## src/rtl/mac_sequencer.sv

```systemverilog
// rtl/mac_sequencer.sv - frame sequencer driving one MAC node: clear, accumulate, settle, hold result.
// Optional abort input is compiled in when MAC_SEQ_ABORT_EN is defined.
module mac_sequencer #(
    parameter int N_INPUTS = 64,
    parameter int CNT_W    = 7,
    parameter int SETTLE   = 2
) (
    input  logic             clk,
    input  logic             n_rst,
    input  logic             frame_valid,
    output logic             frame_ready,
    output logic             reset_acc,
    output logic             start,
    output logic [CNT_W-1:0] cnt_val,
    input  logic [2:0]       node_out,
    output logic [2:0]       result,
    output logic             result_valid,
    input  logic             result_ack
`ifdef MAC_SEQ_ABORT_EN
    ,
    input  logic             abort
`endif
);

    localparam int               SW   = (SETTLE > 1) ? $clog2(SETTLE) : 1;
    localparam logic [CNT_W-1:0] LAST = CNT_W'(N_INPUTS - 1);

    typedef enum logic [2:0] {
        S_IDLE,
        S_CLEAR,
        S_ACCUM,
        S_SETTLE,
        S_DONE,
        S_ABORT
    } state_t;

    state_t           state_q;
    logic [SW-1:0]    settle_q;
    logic             frame_ready_q;
    logic             reset_acc_q;
    logic             start_q;
    logic [CNT_W-1:0] cnt_q;
    logic [2:0]       result_q;
    logic             result_valid_q;
    logic             abort_d;

`ifdef MAC_SEQ_ABORT_EN
    assign abort_d = abort && (state_q inside {S_CLEAR, S_ACCUM, S_SETTLE});
`else
    assign abort_d = 1'b0;
`endif

    assign frame_ready  = frame_ready_q;
    assign reset_acc    = reset_acc_q;
    assign start        = start_q;
    assign cnt_val      = cnt_q;
    assign result       = result_q;
    assign result_valid = result_valid_q;

    // Outputs are loaded together with the state they belong to, so each
    // registered output already reflects the state it is shown in.
    always_ff @(posedge clk or negedge n_rst) begin
        if (!n_rst) begin
            state_q        <= S_IDLE;
            settle_q       <= '0;
            frame_ready_q  <= 1'b1;
            reset_acc_q    <= 1'b0;
            start_q        <= 1'b1;
            cnt_q          <= '0;
            result_q       <= '0;
            result_valid_q <= 1'b0;
        end else if (abort_d) begin
            state_q     <= S_ABORT;
            reset_acc_q <= 1'b1;
            start_q     <= 1'b1;
            cnt_q       <= '0;
        end else begin
            case (state_q)
                S_IDLE: begin
                    if (frame_valid) begin
                        state_q       <= S_CLEAR;
                        frame_ready_q <= 1'b0;
                        reset_acc_q   <= 1'b1;
                        start_q       <= 1'b1;
                        cnt_q         <= '0;
                    end
                end
                S_CLEAR: begin
                    state_q     <= S_ACCUM;
                    reset_acc_q <= 1'b0;
                    start_q     <= 1'b0;
                    cnt_q       <= '0;
                end
                S_ACCUM: begin
                    if (cnt_q == LAST) begin
                        state_q  <= S_SETTLE;
                        start_q  <= 1'b1;
                        settle_q <= SW'(SETTLE - 1);
                    end else begin
                        cnt_q <= cnt_q + 1'b1;
                    end
                end
                S_SETTLE: begin
                    if (settle_q == '0) begin
                        state_q        <= S_DONE;
                        result_q       <= node_out;
                        result_valid_q <= 1'b1;
                    end else begin
                        settle_q <= settle_q - 1'b1;
                    end
                end
                S_DONE: begin
                    if (result_ack) begin
                        result_valid_q <= 1'b0;
                        if (frame_valid) begin
                            state_q     <= S_CLEAR;
                            reset_acc_q <= 1'b1;
                            cnt_q       <= '0;
                        end else begin
                            state_q       <= S_IDLE;
                            frame_ready_q <= 1'b1;
                        end
                    end
                end
                S_ABORT: begin
                    state_q       <= S_IDLE;
                    reset_acc_q   <= 1'b0;
                    frame_ready_q <= 1'b1;
                end
                default: state_q <= S_IDLE;
            endcase
        end
    end

endmodule

```

## config.mk

```make
export PLATFORM = sky130hd
export DESIGN_NAME = mac_sequencer
export DESIGN_NICKNAME = d
export VERILOG_FILES = /design/src/rtl/mac_sequencer.sv
export SDC_FILE = /design/constraint.sdc
export NUM_CORES = 1
export LEC_CHECK = 0
export ABC_CLOCK_PERIOD_IN_PS = 1900
export BUFFER_PORTS_ARGS = -buffer_cell sky130_fd_sc_hd__buf_2
export CAP_MARGIN = 10
export CORE_MARGIN = 3
export CORE_UTILIZATION = 42
export CTS_CLUSTER_SIZE = 20
export DETAILED_ROUTE_END_ITERATION = 6
export GPL_TIMING_DRIVEN = 0
export PLACE_DENSITY = 0.64
export SLEW_MARGIN = 5
export SYNTH_ARGS = -nofsm -noshare
export SYNTH_HDL_FRONTEND = slang
export SYNTH_SLANG_ARGS = --single-unit
```

## constraint.sdc

```tcl
create_clock -name clk -period 1.9 [get_ports clk]
set_input_delay 0.38 -clock clk [delete_from_list [all_inputs] [get_ports clk]]
set_output_delay 0.38 -clock clk [all_outputs]
set_load 0.02 [all_outputs]
```

==> results_dict.tcl, run 1 <==
set metrics [dict create \
    outcome "finished clean" \
    cts_tree "done" \
    core_mm2 0.002082 \
    async_flop_share_pct 100.0 \
    synth.most_common_cell "dfrtp_1" \
    fp.dieW_um 54.33 \
    crit_path_start_kind "register" \
    numCtsBuffers 3 \
    crit_type "reg2reg" \
    synth_cells 99 \
    comb_power_share_pct 3.5 \
    clockRootBuffer "clkbuf_4" \
    ir_drop_uv 425.0 \
    ys_ff_latch 18 \
    synth_cell_types 43 \
    critical_path_peak_fanout 5 \
    grt_max_degree 19 \
    fin_setup_tns_ns 0 \
    synth_top_area_share_pct 40.82 \
    internal-power_mw 0.5073 \
    hp-class "in2reg" \
    hold_ws_ns 0.3123 \
    synth_warnings 0 \
    dr.pass1.iters 4 \
    tightest_slew_ns 0.4027 \
    setup_viol 0 \
    die_h_um 54.33 \
    drc 0 \
    drt-vias-per-instance 5.305 \
    start_util_pct 47.12 \
    fmax_ghz 0.6519 \
    layout-drive-gt1-share_pct 33.06 \
    critical-path-max-stage-delay_ns 0.44 \
    vias 801 \
    rsz0062_at_grt "false" \
    power.leakage_nw 0.5759 \
    grt_antenna_before_repair 0 \
    grt_pass1_wl_um 3643 \
    cp-end-kind "register" \
    antenna_left 0 \
    rows 16 \
    synth.net_count 107 \
    cts_setup_buffers 0 \
    critPathSlowestCell "dfrtp_1" \
    clockBufferDepth 2 \
    routed_wl_um 2046 \
    syn_area_per_cell_um2 9.908 \
    drv_slew 0 \
    period_share_pct 80.74 \
    finClkSkew_ns 0.009685 \
    clk_latency_ns 0.30 \
    layout.nets 133 \
    grt_use_total_pct 17.54 \
    maxCapViolations 0 \
    grt_pass1_vias 782 \
    gp_congestion 0.9198 \
    p_sw_share_pct 20.89 \
    clk_pin_slew_ns 0.09 \
    ctsResizeCount 0 \
    share_seq_of_total_power_pct 59.7 \
    die-area_mm2 0.002951 \
    cp.required_ns 2.08 \
    synth-edff-count 0 \
    p_sw_mw 0.1340 \
    hold_viol 0 \
    area_growth_pct 18.37 \
    grt-ovfl-total 0 \
    yosysTopAreaCell "dfrtp_1" \
    cp.arrival_ns 1.72 \
    synth_seq_area_share_pct 46.17 \
    syn_area_um2 980.9 \
    slew_headroom_pct 72.95 \
    io_pins 21 \
    hpwlAfterDp_um 1530 \
    wl_per_cell_um 13.55 \
    power_density_mw_per_mm2 552.3 \
    numPortBuffers 20 \
    crit_chain "ha_1 -> nand4_1 -> o21ai_0 -> o211a_1 -> a211o_1" \
    synthTopCellsByArea "dfrtp_1, dfstp_2, a21oi_1" \
    layout_min_cycle_time_ns 1.534 \
    cts_max_level 1 \
    synth_commonest_cells "dfrtp_1, nand2_1, a21oi_1" \
    clock_sinks 18 \
    ys.flop_type "dfrtp_1" \
    clkPwrFrac_pct 36.8 \
    diodes 0 \
    initialDrtViolationCount 13 \
]
[per-stage QoR]
stage | utilization (%) | setup WS (ns) | total power, mW | std cells | area (µm²)
CTS | 55.77 | 0.3683 | 0.6572 | 151 | 1161
floorplan | - | 0.3710 | 0.3942 | 99 | 980.9
finish | 55.77 | 0.3660 | 0.6413 | 151 | 1161
global route | 55.77 | 0.2443 | 0.6720 | 151 | 1161
global placement | 53.55 | 0.3792 | 0.4113 | 146 | 1115
detailed placement | 53.55 | 0.3797 | 0.4118 | 146 | 1115
[kinds of logic (layout without fill, tap and decap cells)]
| family | after synthesis | after routing | synth area share (%) |
|---|---|---|---|
| simple gates | 34 | 34 | 20.03 |
| flops | 18 | 18 | 46.17 |
| buf+inv | 10 | 35 | 5.230 |
| mux | 3 | 3 | 3.444 |
| compound gates | 33 | 33 | 23.85 |
| fa+ha+maj | 1 | 1 | 1.275 |
[routing by layer]
layer	global-route usage, %	vias to the layer above	share of wire (%)
met5	0	-	0
met4	6.224	0	1.5
met3	5.177	5	6.2
met2	24.30	22	40
met1	25.55	362	52
li1	-	412	-
[power by group through the flow]
| stage | Clock [mW] | Combinational [mW] | Sequential, mW |
|---|---|---|---|
| after floorplan | 0 | 0.00367 | 0.391 |
| after global placement | 0 | 0.0209 | 0.390 |
| after detailed placement | 0 | 0.0215 | 0.390 |
| after CTS | 0.251 | 0.0231 | 0.383 |
| after global routing | 0.263 | 0.0253 | 0.383 |
| final | 0.236 | 0.0222 | 0.383 |
[sequential cells by signal (all words and copies together), names as in the netlist]
register / flops
result: 3
reset_acc: 1
start: 1
settle_q: 1
state_q: 3
result_valid: 1
frame_ready: 1
cnt_val: 7
[final timing paths]
path                       cells past startpoint     endpoint  slack (ns)         from
setup / recovery                               5   cnt_val[5]        0.37   cnt_val[0]
hold / removal                                 2    result[0]        0.31  node_out[0]
setup reg to reg                               5   cnt_val[5]        0.37   cnt_val[0]
min in group asynchronous                      2   state_q[1]        0.53        n_rst
max in group asynchronous                      2        start        1.04        n_rst
hold reg to reg                                2  frame_ready        0.51  frame_ready
[layout by cell type (no fill, tap or decap), types with 2 or more instances in the layout]
cell	n
a21oi_1	9
nor2b_1	2
mux2_2	3
nor2_1	7
clkbuf_4	3
o21ai_0	6
buf_2	22
dfstp_2	2
nand2b_1	2
a211oi_1	2
dfrtp_1	16
nand2_1	11
inv_1	6
[critical path, delay by kind of cell, from the launching register on]
kind                     cells  cell delay (ns)
AO/OA/AOI/OAI                3             0.59
AND/OR/NAND/NOR              1             0.13
flip-flops                   1             0.44
adder cells (fa/ha/maj)      1             0.27
[cell type report]
| class | instances | area, µm² |
|---|---|---|
| Fill cell | 196 | 920.9 |
| Multi-Input combinational cell | 71 | 476.7 |
| Sequential cell | 18 | 452.9 |
| Timing Repair Buffer | 21 | 110.1 |
| Clock buffer | 4 | 36.28 |
| Tap cell | 27 | 33.78 |
| Buffer | 4 | 28.78 |
| Inverter | 6 | 22.52 |
[what timing repair did]
item | CTS | global route
hold buffers | 1 | 0
endpoints found under the hold margin | 7 | 0
endpoints found under the setup margin | 0 | 0
No activity file was read; power rests on OpenSTA's default activity.
==> run 2, diff against run 1 <==
ABC_AREA = 1   (was default)
ABC_CLOCK_PERIOD_IN_PS = 1300   (was 1900)
PLACE_DENSITY = 0.67   (was 0.64)
clock period = 1.3 ns   (was 1.9 ns; I/O delays follow)
==> results_dict.tcl, run 2 <==
set metrics [dict create \
    outcome "finished clean" \
    whs_path_depth 3 \
    p_sw_share_pct 46.23 \
    wl_per_cell_um 11.37 \
    comb_power_share_pct 54.8 \
    layout.nets 169 \
    crit_chain "buf_2" \
    power_density_mw_per_mm2 2214 \
    gr-usage-met3_pct 2.725 \
    grt_use_met1_pct 20.95 \
    initialDrtViolationCount 20 \
    hold_viol 0 \
    final_common_cell "nand2_1" \
    syn_area_per_cell_um2 7.691 \
    synth_seq_area_share_pct 45.65 \
    period_share_pct 95.38 \
    place_inst 176 \
    rsz0062_at_grt "true" \
    synth.most_common_cell "nand2_1" \
    fin_setup_tns_ns 0 \
    vias 907 \
    critical-path-max-stage-delay_ns 0.54 \
    critPathBufInv 1 \
    finalNonFillerCells 187 \
    ir_drop_uv 1290 \
    routed_wl_um 2127 \
    numCtsBuffers 3 \
    reg2reg_depth 8 \
    largest_register_ffs 7 \
    use_met2_pct 25.59 \
    io_pins 21 \
    numPortBuffers 20 \
    crit_type "reg2out" \
    diodes 0 \
    layout-drive-gt1-share_pct 37.50 \
    drv_slew 0 \
    tightest_slew_ns 0.3954 \
    synth_top_area_share_pct 40.35 \
    clock_sinks 18 \
    critical_path_peak_fanout 2 \
    fp.dieW_um 54.61 \
    crit_path_start_kind "register" \
    die_h_um 54.61 \
    layout_min_cycle_time_ns 1.240 \
    clk_pin_slew_ns 0.10 \
    reg2reg_to "start" \
    total_power_mw 2.850 \
    clockBufferDepth 2 \
    hold_end "result[0]" \
    antenna_left 0 \
    synth_cell_types 23 \
    dr.pass1.iters 4 \
    slew_headroom_pct 73.64 \
    critPathSlowestCell "dfstp_2" \
    core_mm2 0.002102 \
    synth_cells 129 \
    rows 16 \
    busiest_layer "met2" \
    cp.arrival_ns 0.98 \
    setup_viol 0 \
    rr_startpoint "state_q[0]" \
    grt_max_degree 19 \
    drt-vias-per-instance 4.850 \
    grt-ovfl-total 0 \
    worstHoldStart "node_out[0]" \
    synth.net_count 137 \
    cp.required_ns 1.04 \
    most-common-layout-cells "nand2_1, buf_2, inv_1, nand3_1, nor2_1" \
    power.leakage_nw 0.6876 \
    p_sw_mw 1.317 \
    grt_pass1_wl_um 3456 \
    synthTopCellsByArea "dfrtp_1, nand2_1, nand3_1" \
    synth-edff-count 0 \
    syn_area_um2 992.2 \
    hp-class "in2reg" \
    clockRootBuffer "clkbuf_4" \
    cp_top_family "flip-flops" \
    clkPwrFrac_pct 11.9 \
    area_growth_pct 29.76 \
    async_flop_share_pct 100.0 \
    maxCapViolations 0 \
    hpwlAfterDp_um 1506 \
    die-area_mm2 0.002982 \
    cp-end-kind "output port" \
    grt_antenna_before_repair 0 \
    gp_congestion 0.8001 \
    ys.flop_type "dfrtp_1" \
    yosysTopAreaCell "dfrtp_1" \
    finClkSkew_ns 0.005759 \
    grt_pass1_vias 812 \
    fmax_ghz 0.8065 \
    start_util_pct 47.20 \
    cts_tree "done" \
    internal-power_mw 1.532 \
    drc 0 \
    clk_latency_ns 0.29 \
    cts_max_level 1 \
    ys_ff_latch 18 \
    synth_commonest_cells "nand2_1, dfrtp_1, nand3_1, nor2_1, inv_1" \
    regToRegSetupSlack_ns 0.06 \
    share_seq_of_total_power_pct 33.3 \
    grt_use_total_pct 15.88 \
    synth_warnings 0 \
]
## run 2: cell count changes in the layout (fill, tap and decap cells not counted), moves of 5 or more
cell and change:
dfrtp_2 +6, nand3_1 +10, nand2_2 +5, inv_1 +5, nand2_1 +33, dfrtp_1 -6
a21oi_1 -8, buf_4 +5
## run 2: layout make-up
cell class	instances	area [µm²]
clock buffers	4	36.28
fillers	197	814.5
inverters	16	67.56
multi-input cells	95	534.3
flip-flops and latches	18	460.4
well taps	27	33.78
repair buffers	27	155.1
## run 2: worst max-delay path by stage
stage,from,endpoint,slack [ns],depth (start not counted)
final,frame_ready,frame_ready,0.06,1
after global placement,cnt_val[0],cnt_val[5],-0.02,7
after global routing,state_q[1],cnt_val[2],-0.04,8
after CTS,cnt_val[1],cnt_val[5],0.004,8
after floorplan,cnt_val[0],cnt_val[5],0.02,7
after detailed placement,cnt_val[0],cnt_val[4],-0.04,7
## run 2: cell families (layout without fill, tap and decap cells)
group / after synthesis / in the layout / synth area share (%)
AOI/OAI and AO/OA: 9 / 9 / 5.674
xor gates and xnor gates: 1 / 1 / 0.8829
adders and majority gates: 1 / 1 / 1.261
buffers and inverters: 16 / 47 / 6.305
DFF: 18 / 18 / 45.65
and+or+nand+nor: 84 / 84 / 40.23
## run 2: what timing repair did
item,4_1_cts,5_1_grt
hold buffers,1,0
pin swaps,0,6
gates resized for setup,3,14
buffers inserted,1,5
hold endpoints to repair,16,0
setup endpoints to repair,7,13
## run 2: per-layer routing
layer | vias up | part of all wire (%)
met4 | 0 | 1.4
met3 | 5 | 3.8
met2 | 19 | 47
li1 | 472 | -
met5 | - | 0
met1 | 411 | 47
## run 2: power groups by stage
stage               sequential, mW  clock, mW  combinational, mW
floorplan                     1.08          0              0.867
global placement             0.919          0               1.34
detailed placement           0.927          0               1.36
CTS                          0.910      0.351               1.40
global route                 0.981      0.376               1.74
finish                       0.949      0.340               1.56
## run 2: stage by stage
| stage | setup WS [ns] | util (%) | hold WS, ns | area (µm²) |
|---|---|---|---|---|
| 6_report | 0.06007 | 61.25 | 0.1959 | 1287 |
| 4_1_cts | 0.003567 | 56.96 | 0.1968 | 1197 |
| 3_5_place_dp | -0.03752 | 53.69 | 0.2095 | 1129 |
| 2_1_floorplan | 0.02097 | - | -0.03559 | 994.7 |
| 3_3_place_gp | -0.02296 | 53.69 | 0.2104 | 1129 |
| 5_1_grt | -0.04047 | 61.25 | 0.2283 | 1287 |
==> run 3, diff against run 2 <==
CORE_ASPECT_RATIO = 0.6   (was default)
==> results_dict.tcl, run 3 (synthesis gave the netlist of run 2 again) <==
set metrics [dict create \
    setup_viol 0 \
    largest_register_ffs 7 \
    antenna_left 0 \
    gr-usage-met3_pct 5.959 \
    initialDrtViolationCount 64 \
    clk_pin_slew_ns 0.07 \
    period_share_pct 97.39 \
    grt_pass1_wl_um 3512 \
    most-common-layout-cells "nand2_1, buf_2, nand3_1" \
    cp.required_ns 1.45 \
    tightest_slew_ns 0.4061 \
    cp_top_family "simple AND/OR/NAND/NOR gates" \
    setup_slack_ns 0.03390 \
    power.leakage_nw 0.6680 \
    rows 12 \
    dr.pass1.iters 4 \
    diodes 0 \
    critical-path-max-stage-delay_ns 0.45 \
    place_area_mm2 0.001130 \
    fmax_ghz 0.7898 \
    cts_tree "done" \
    io_pins 21 \
    hpwlAfterDp_um 1595 \
    layout.nets 167 \
    cts_max_level 1 \
    routed_wl_um 2280 \
    outcome "finished clean" \
    fp.dieW_um 68.75 \
    use_met2_pct 22.39 \
    critPathSlowestCell "dfrtp_2" \
    grt_use_met1_pct 23.27 \
    crit_path_start_kind "register" \
    drv_slew 0 \
    hold_ws_ns 0.2268 \
    clockBufferDepth 2 \
    power_density_mw_per_mm2 2288 \
    area_growth_pct 28.50 \
    crit_start "cnt_val[0]" \
    critPathBufInv 0 \
    grt_max_degree 19 \
    clockRootBuffer "clkbuf_8" \
    clock_sinks 18 \
    grt_pass1_vias 748 \
    core_mm2 0.002027 \
    final_common_cell "nand2_1" \
    wl_per_cell_um 12.26 \
    maxCapViolations 0 \
    grt-ovfl-total 0 \
    whs_path_depth 3 \
    fin_area_mm2 0.001275 \
    drc 0 \
    gp_congestion 0.9177 \
    cp-end-kind "register" \
    reg2reg_depth 7 \
    critical_path_peak_fanout 6 \
    rr_startpoint "cnt_val[0]" \
    grt_antenna_before_repair 0 \
    dp_slack_ns -0.04963 \
    hp-class "in2reg" \
    layout_min_cycle_time_ns 1.266 \
    numPortBuffers 20 \
    postLayoutCoreUtil_pct 62.90 \
    ir_drop_uv 1063 \
    vias 947 \
    cp.arrival_ns 1.41 \
    finClkSkew_ns 0.005339 \
    crit_chain "ha_4 -> nand3_4 -> nor2_2 -> nand2_2 -> nand3_4 -> nand2_1 -> nand2_1" \
    busiest_layer "met1" \
    hold_viol 0 \
    drt-vias-per-instance 5.091 \
    grt_use_total_pct 15.95 \
    die_h_um 43.65 \
    clk_latency_ns 0.26 \
    numCtsBuffers 3 \
    path_depth 7 \
    layout-drive-gt1-share_pct 37.34 \
    die-area_mm2 0.003001 \
    slew_headroom_pct 72.92 \
    fillerInstances 191 \
    rsz0062_at_grt "true" \
    worstHoldStart "node_out[0]" \
    start_util_pct 48.95 \
    crit_type "reg2reg" \
    total_power_mw 2.917 \
]
run 3: changes by cell type in the layout (fill, tap and decap cells not counted), sizes merged:
cell / change
buf: -2
clkinv: +1
inv: -1
run 3: layout make-up:
| cell class | count | area (µm²) | area share, % |
|---|---|---|---|
| timing repair buffer | 25 | 140.1 | 10.99 |
| clock buffer | 4 | 45.04 | 3.533 |
| inverter | 16 | 70.07 | 5.496 |
| sequential | 18 | 460.4 | 36.11 |
| multi-input combinational | 95 | 524.3 | 41.12 |
| tap | 28 | 35.03 | 2.748 |
run 3: timing repair:
action	in CTS	in global routing
buffers inserted	0	4
gates resized for setup	2	16
hold endpoints to repair	16	0
setup endpoints to repair	7	14
hold buffers	1	0
pin swaps	1	7
run 3: worst paths after layout:
kind | slack, ns | end
max in group asynchronous | 0.50 | start
min reg2reg | 0.46 | frame_ready
max | 0.03 | cnt_val[1]
min | 0.23 | result[0]
min in group asynchronous | 0.47 | result[0]
max reg2reg | 0.03 | cnt_val[1]
run 3: power breakdown:
part	switching (mW)	leakage (nW)	total [mW]	internal, mW
Sequential	0.182	0.218	0.958	0.776
Clock	0.197	0.0228	0.416	0.218
Combinational	0.975	0.427	1.54	0.568
run 3: worst reg2reg max path, cell delays in order (launching register included):
cell and delay [ns]:
dfrtp_2 0.45, ha_4 0.20, nand3_4 0.11, nor2_2 0.05
nand2_2 0.10, nand3_4 0.12, nand2_1 0.09, nand2_1 0.05
run 3: metrics by stage:
stage	TNS (ns)	std cells
after floorplan	0	129
after global placement	-0.09601	177
after detailed placement	-0.2682	177
after CTS	0	182
after global routing	-0.2506	186
final	0	186
run 3: routing by layer:
| metal | wire length [µm] | vias to the layer above | part of all wire [%] |
|---|---|---|---|
| met4 | 63 | 0 | 2.8 |
| li1 | - | 474 | - |
| met5 | 0 | - | 0 |
| met2 | 1020 | 28 | 45 |
| met1 | 1022 | 437 | 45 |
| met3 | 174 | 8 | 7.6 |
